<file path="config.mk">
export PLATFORM = sky130hd
export DESIGN_NAME = mrd_rdx3_gather_flat
export DESIGN_NICKNAME = d
export VERILOG_FILES = /design/src/rtl/mrd_rdx3_gather_if.sv /design/src/rtl/mrd_rdx3_gather.sv /design/src/flat_wrapper.sv
export SDC_FILE = /design/constraint.sdc
export NUM_CORES = 1
export LEC_CHECK = 0
export ABC_AREA = 1
export CAP_MARGIN = 20
export CORE_MARGIN = 1.5
export CORE_UTILIZATION = 41
export DETAILED_ROUTE_END_ITERATION = 12
export PLACE_DENSITY = 0.77
export SYNTH_ARGS = -nofsm -noshare
export SYNTH_HDL_FRONTEND = slang
export SYNTH_SLANG_ARGS = --single-unit
</file>
<file path="constraint.sdc">
create_clock -name clk -period 1.55 [get_ports clk]
set_input_delay 0.31 -clock clk [delete_from_list [all_inputs] [get_ports clk]]
set_output_delay 0.31 -clock clk [all_outputs]
set_load 0.01 [all_outputs]
</file>
<file path="src/rtl/mrd_rdx3_gather_if.sv">
// Bus between the serial sample source, the radix-3 gather stage and the butterfly.
// The source drives the sin_* side; the gather stage drives the grouped outputs.
interface mrd_rdx3_gather_if #(
  parameter int unsigned W_DATA = 18
);
  logic              sin_val;
  logic              sin_sop;
  logic [W_DATA-1:0] sin_real;
  logic [W_DATA-1:0] sin_imag;
  logic [3:0]        exp_in;
  logic              out_val;
  logic [W_DATA-1:0] dout_real [0:4];
  logic [W_DATA-1:0] dout_imag [0:4];
  logic [1:0]        margin_out;
  logic [3:0]        exp_out;
  logic              err_frag;

  modport master (
    output sin_val, sin_sop, sin_real, sin_imag, exp_in,
    input  out_val, dout_real, dout_imag, margin_out, exp_out, err_frag
  );

  modport slave (
    input  sin_val, sin_sop, sin_real, sin_imag, exp_in,
    output out_val, dout_real, dout_imag, margin_out, exp_out, err_frag
  );
endinterface

</file>
<file path="src/rtl/mrd_rdx3_gather.sv">
// Packs three serial complex samples into the 5-lane radix-3 butterfly bus,
// tracking group headroom and forwarding the block exponent.
module mrd_rdx3_gather #(
  parameter int unsigned W_DATA = 18
) (
  input logic              clk,
  input logic              rst_n,
  mrd_rdx3_gather_if.slave bus
);
  typedef enum logic {S_IDLE, S_COLLECT} state_e;

  state_e            state_q, state_d;
  logic [1:0]        cnt_q, cnt_d;
  logic [W_DATA-1:0] stg_re_q [0:1];
  logic [W_DATA-1:0] stg_re_d [0:1];
  logic [W_DATA-1:0] stg_im_q [0:1];
  logic [W_DATA-1:0] stg_im_d [0:1];
  logic [1:0]        marg_q, marg_d;
  logic [3:0]        exp_hold_q, exp_hold_d;
  logic [W_DATA-1:0] out_re_q [0:2];
  logic [W_DATA-1:0] out_re_d [0:2];
  logic [W_DATA-1:0] out_im_q [0:2];
  logic [W_DATA-1:0] out_im_d [0:2];
  logic [1:0]        margin_q, margin_d;
  logic [3:0]        exp_out_q, exp_out_d;
  logic              out_val_q, out_val_d;
  logic              err_frag_q, err_frag_d;
  logic [1:0]        samp_m_c;

  // Redundant sign bits below the MSB, saturated at 3.
  function automatic logic [1:0] head_m(input logic [W_DATA-1:0] v);
    logic s;
    s = v[W_DATA-1];
    if (v[W_DATA-2] != s)      return 2'd0;
    else if (v[W_DATA-3] != s) return 2'd1;
    else if (v[W_DATA-4] != s) return 2'd2;
    else                       return 2'd3;
  endfunction

  function automatic logic [1:0] min2(input logic [1:0] a, input logic [1:0] b);
    return (a < b) ? a : b;
  endfunction

  assign samp_m_c = min2(head_m(bus.sin_real), head_m(bus.sin_imag));

  always_comb begin
    state_d    = state_q;
    cnt_d      = cnt_q;
    stg_re_d   = stg_re_q;
    stg_im_d   = stg_im_q;
    marg_d     = marg_q;
    exp_hold_d = exp_hold_q;
    out_re_d   = out_re_q;
    out_im_d   = out_im_q;
    margin_d   = margin_q;
    exp_out_d  = exp_out_q;
    out_val_d  = 1'b0;
    err_frag_d = 1'b0;

    if (bus.sin_val && bus.sin_sop) begin
      // SOP always restarts at lane 0, dropping any partial group.
      state_d     = S_COLLECT;
      cnt_d       = 2'd1;
      stg_re_d[0] = bus.sin_real;
      stg_im_d[0] = bus.sin_imag;
      marg_d      = samp_m_c;
      exp_hold_d  = bus.exp_in;
      err_frag_d  = (state_q == S_COLLECT) && (cnt_q != 2'd0);
    end else if (bus.sin_val && (state_q == S_COLLECT)) begin
      case (cnt_q)
        2'd0: begin
          stg_re_d[0] = bus.sin_real;
          stg_im_d[0] = bus.sin_imag;
          marg_d      = samp_m_c;
          cnt_d       = 2'd1;
        end
        2'd1: begin
          stg_re_d[1] = bus.sin_real;
          stg_im_d[1] = bus.sin_imag;
          marg_d      = min2(marg_q, samp_m_c);
          cnt_d       = 2'd2;
        end
        default: begin
          out_re_d[0] = stg_re_q[0];
          out_im_d[0] = stg_im_q[0];
          out_re_d[1] = stg_re_q[1];
          out_im_d[1] = stg_im_q[1];
          out_re_d[2] = bus.sin_real;
          out_im_d[2] = bus.sin_imag;
          margin_d    = min2(marg_q, samp_m_c);
          exp_out_d   = exp_hold_q;
          out_val_d   = 1'b1;
          cnt_d       = 2'd0;
        end
      endcase
    end
  end

  always_ff @(posedge clk) begin
    if (!rst_n) begin
      state_q    <= S_IDLE;
      cnt_q      <= 2'd0;
      marg_q     <= 2'd0;
      exp_hold_q <= 4'd0;
      margin_q   <= 2'd0;
      exp_out_q  <= 4'd0;
      out_val_q  <= 1'b0;
      err_frag_q <= 1'b0;
      for (int i = 0; i < 2; i++) begin
        stg_re_q[i] <= '0;
        stg_im_q[i] <= '0;
      end
      for (int i = 0; i < 3; i++) begin
        out_re_q[i] <= '0;
        out_im_q[i] <= '0;
      end
    end else begin
      state_q    <= state_d;
      cnt_q      <= cnt_d;
      stg_re_q   <= stg_re_d;
      stg_im_q   <= stg_im_d;
      marg_q     <= marg_d;
      exp_hold_q <= exp_hold_d;
      out_re_q   <= out_re_d;
      out_im_q   <= out_im_d;
      margin_q   <= margin_d;
      exp_out_q  <= exp_out_d;
      out_val_q  <= out_val_d;
      err_frag_q <= err_frag_d;
    end
  end

  assign bus.out_val      = out_val_q;
  assign bus.err_frag     = err_frag_q;
  assign bus.margin_out   = margin_q;
  assign bus.exp_out      = exp_out_q;
  assign bus.dout_real[0] = out_re_q[0];
  assign bus.dout_real[1] = out_re_q[1];
  assign bus.dout_real[2] = out_re_q[2];
  assign bus.dout_real[3] = '0;
  assign bus.dout_real[4] = '0;
  assign bus.dout_imag[0] = out_im_q[0];
  assign bus.dout_imag[1] = out_im_q[1];
  assign bus.dout_imag[2] = out_im_q[2];
  assign bus.dout_imag[3] = '0;
  assign bus.dout_imag[4] = '0;
endmodule

</file>
<file path="src/flat_wrapper.sv">
// flat-port wrapper written by rule: the top's interface ports become plain ports
module mrd_rdx3_gather_flat 
#(
  parameter int unsigned W_DATA = 18
)
  (clk, rst_n, bus_sin_val, bus_sin_sop, bus_sin_real, bus_sin_imag, bus_exp_in, bus_out_val, bus_dout_real, bus_dout_imag, bus_margin_out, bus_exp_out, bus_err_frag);
  mrd_rdx3_gather_if #(.W_DATA(W_DATA)) bus_i ();
  input logic clk;
  input logic rst_n;
  input wire logic [$bits(bus_i.sin_val)-1:0] bus_sin_val;
  input wire logic [$bits(bus_i.sin_sop)-1:0] bus_sin_sop;
  input wire logic [$bits(bus_i.sin_real)-1:0] bus_sin_real;
  input wire logic [$bits(bus_i.sin_imag)-1:0] bus_sin_imag;
  input wire logic [$bits(bus_i.exp_in)-1:0] bus_exp_in;
  output wire logic [$bits(bus_i.out_val)-1:0] bus_out_val;
  output wire logic [$bits(bus_i.dout_real)-1:0] bus_dout_real;
  output wire logic [$bits(bus_i.dout_imag)-1:0] bus_dout_imag;
  output wire logic [$bits(bus_i.margin_out)-1:0] bus_margin_out;
  output wire logic [$bits(bus_i.exp_out)-1:0] bus_exp_out;
  output wire logic [$bits(bus_i.err_frag)-1:0] bus_err_frag;
  assign bus_i.sin_val = bus_sin_val;
  assign bus_i.sin_sop = bus_sin_sop;
  assign bus_i.sin_real = bus_sin_real;
  assign bus_i.sin_imag = bus_sin_imag;
  assign bus_i.exp_in = bus_exp_in;
  assign bus_out_val = bus_i.out_val;
  assign bus_dout_real = {>>{bus_i.dout_real}};
  assign bus_dout_imag = {>>{bus_i.dout_imag}};
  assign bus_margin_out = bus_i.margin_out;
  assign bus_exp_out = bus_i.exp_out;
  assign bus_err_frag = bus_i.err_frag;
  mrd_rdx3_gather #(.W_DATA(W_DATA)) u_core (.clk(clk), .rst_n(rst_n), .bus(bus_i));
endmodule
</file>
==> results.txt <==
Ys flop type - dfxtp_1
FILL cells - 1620
Final Hold Vio Count - 0
FP Rows - 48
Initial detailed-routing violation count - 292
# setup viols final - 0
Max clock buf depth - 2
Cell area after synthesis - 7370 um^2
Layout cell share with drive strength beyond 1 - 8.87%
Max Fclk - 685 MHz
IO Pins - 232
Adder-cell area share of the yosys netlist - 0.679%
Post-synth ARST share - 0%
Layout area overhead - 30.7%
Design area - 9640 um^2
Post-synthesis cell count - 898
Pre-Repair DR Iteration Count - 5
Vias per cell - 4.76
Status - complete, no violations
Gr usage total - 18.6%
Worst skew pair latency - 0.43 ns
WL met1 - 7430 um
DR WL met2 - 8520 um
Crit end category - register
Final worst path period share - 94.1%
Num CTS Buffers - 17
Compound-cell area share of the yosys netlist - 21.2%
P_leak - 4.51 nW
Post-CTS Setup Bufs - 0
Crit-path most repeated cell - nand2_2
Commonest non-fill, non-tap cells in the layout - dfxtp_1 (197), nor2_1 (157), o21ai_0 (152), dlygate4sd2_1 (119), a21oi_1 (117)
IO Port Bufs - 159
YS warnings - 0
WL per Instance - 13.7 um
Power Dens Cells - 1120 nW/um^2
Top Layer Used - met4
Most common cell after layout, fill and taps aside - dfxtp_1
First-pass GRT wire length - 27200 um
Core outline area - 17400 um^2
Initial antenna violation count - 1
Vias - 6118
WL met3 - 1280 um
Worst min-delay path class - primary input to register
CTS clk-pin slew, worst paths - 0.07 ns
Fin Setup TNS - 0 ns
DP Area - 9020 um^2
Cell breakdown of the critical path - dlygate4sd2_1 -> inv_2 -> nand2_2 -> a21oi_4 -> ha_4 -> or2_4 -> nand2_4 -> nand2_2 -> nand2_2 -> nand3_1 -> a21oi_1
Hpwl dp - 11900 um
Die Span Y - 137 um
Avg Inst Size Synth - 8.21 um^2
Synth Area in XOR/XNOR - 0.119%
Slowest-stage cell, CP - dlygate4sd2_1
CTS tree - built
Die Width - 137 um
Peak VDD IR - 0.000759 V
EDFF count, synth - 0
Crit path DAT - 1.81 ns
Final Skew - 0.0103 ns
Nets@finish - 1095
Clk root buf - clkbuf_16
Post-route DRC - 0
RSZ-0062 raised after global routing - yes
Kind of critical path - primary input to register
Starting Density - 42.3%
Setup crit start kind - primary input
Max FO, Critical Path - 2
Synthesis-stage register bit count - 197
CTS H-tree lvls - 4
Area taken by multi-input logic gates - 2760 um^2
Final RePlAce weighted congestion - 0.841
Largest net degree at the start of global routing - 68
Max incr delay on CP - 0.27 ns
Multiplexer share of the synthesized area - 0%
DRT Wirelength - 17600 um
Synth Area in Simple Gates - 10.6%
CTS Sinks - 197
Largest family of logic cells by synthesized area - compound AO/OA/AOI/OAI gates
DIE AREA - 18800 um^2
Worst EP required - 1.90 ns
MaxCap Viol Count - 0
Pre-CTS setup slack - -0.770 ns
Vias in the first global route - 5575
Minimum clock period - 1.46 ns
Total global routing overflow - 0
FF+latch area - 3940 um^2
Final setup margin - 0.0911 ns
ANT nets after route - 0
Count of pins over their slew limit - 0
Register area share after synthesis - 53.5%
Distinct cell type count after synthesis - 20
## state kept, by name (all words and copies together) (netlist names)
register,flops
u_core.bus.dout_imag,54
u_core.bus.dout_real,54
u_core.stg_im_q,36
u_core.stg_re_q,36
u_core.bus.exp_out,4
u_core.exp_hold_q,4
u_core.bus.margin_out,2
u_core.cnt_q,2
u_core.marg_q,2
u_core.bus.err_frag,1
u_core.bus.out_val,1
u_core.state_q,1
## synthesized netlist by cell type (2+ instances only)
cell type / count / area, um^2
inv_2: 4 / 15.0
nand2_2: 2 / 12.5
inv_1: 48 / 180
buf_4: 82 / 616
or2_2: 2 / 12.5
ha_1: 4 / 50.1
a21oi_1: 119 / 596
clkbuf_1: 24 / 90.1
nand2_1: 29 / 109
nor2_1: 158 / 593
dfxtp_1: 197 / 3940
o21ai_0: 153 / 766
nand3_1: 7 / 35.0
buf_2: 24 / 120
o21ai_1: 40 / 200
## where the power goes
| group | leakage (nW) | internal, W | switching, W |
|---|---|---|---|
| Clock | 0.323 | 0.00293 | 0.00189 |
| Combinational | 2.59 | 0.000283 | 0.000444 |
| Sequential | 1.60 | 0.00517 | 0.0000546 |
| Total | 4.51 | 0.00838 | 0.00239 |
## final timing paths
kind / slack (ns) / to / cells after the start / startpoint
setup / recovery: 0.09 / u_core.marg_q[0]$_SDFFE_PN0P_ / 11 / bus_sin_real[16]
hold reg to reg: 0.45 / u_core.bus.exp_out[3]$_SDFFE_PN0P_ / 2 / u_core.exp_hold_q[3]$_SDFFE_PN0P_
hold / removal: 0.25 / u_core.bus.dout_real[51]$_SDFFE_PN0P_ / 3 / bus_sin_real[15]
setup reg to reg: 0.16 / u_core.bus.dout_imag[41]$_SDFFE_PN0P_ / 7 / u_core.state_q$_SDFFE_PN0P_
## kinds of logic (layout without fill, tap and decap cells)
group,after synthesis,in the layout
AO/OA/AOI/OAI,312,312
XOR/XNOR,1,1
adder cells (fa/ha/maj),4,4
buffers and inverters,183,274
flip-flops,197,197
other,1,73
AND/OR/NAND/NOR,200,200
## timing repair
action	4_1_cts	5_1_grt
hold buffers	0	0
cloned	0	1
setup endpoints to repair	120	7
gates resized for setup	132	20
pin swaps	7	7
## per-stage QoR
stage / hold slack, ns / cells / util, % / power (W)
CTS: 0.258 / 1284 / 54.9 / 0.0108
global route: 0.258 / 1286 / 55.3 / 0.0112
finish: 0.253 / 1286 / 55.3 / 0.0108
global placement: 0.443 / 1252 / 51.8 / 0.00602
detailed placement: 0.451 / 1252 / 51.8 / 0.00604
floorplan: 0.425 / 969 / - / 0.00589
## cell type report
class,instances,share of cell area (%)
tap,225,2.92
inverter,52,2.08
clock inverter,10,1.70
antenna,1,0.0260
sequential,197,40.9
clock buffer,22,5.13
timing repair buffer,190,18.6
multi-input combinational,589,28.6
## critical path: cells and delay by family
family,cells,cell delay [ns]
fa+ha+maj,1,0.24
buf+inv,2,0.34
simple gates,6,0.56
compound gates,2,0.36
## routing by layer
layer	GRT usage, %	up-vias
met4	7.25	0
met1	22.0	2808
met5	0	-
met3	6.07	27
li1	-	3100
met2	31.2	183
Power figures use the tool's default switching activity.
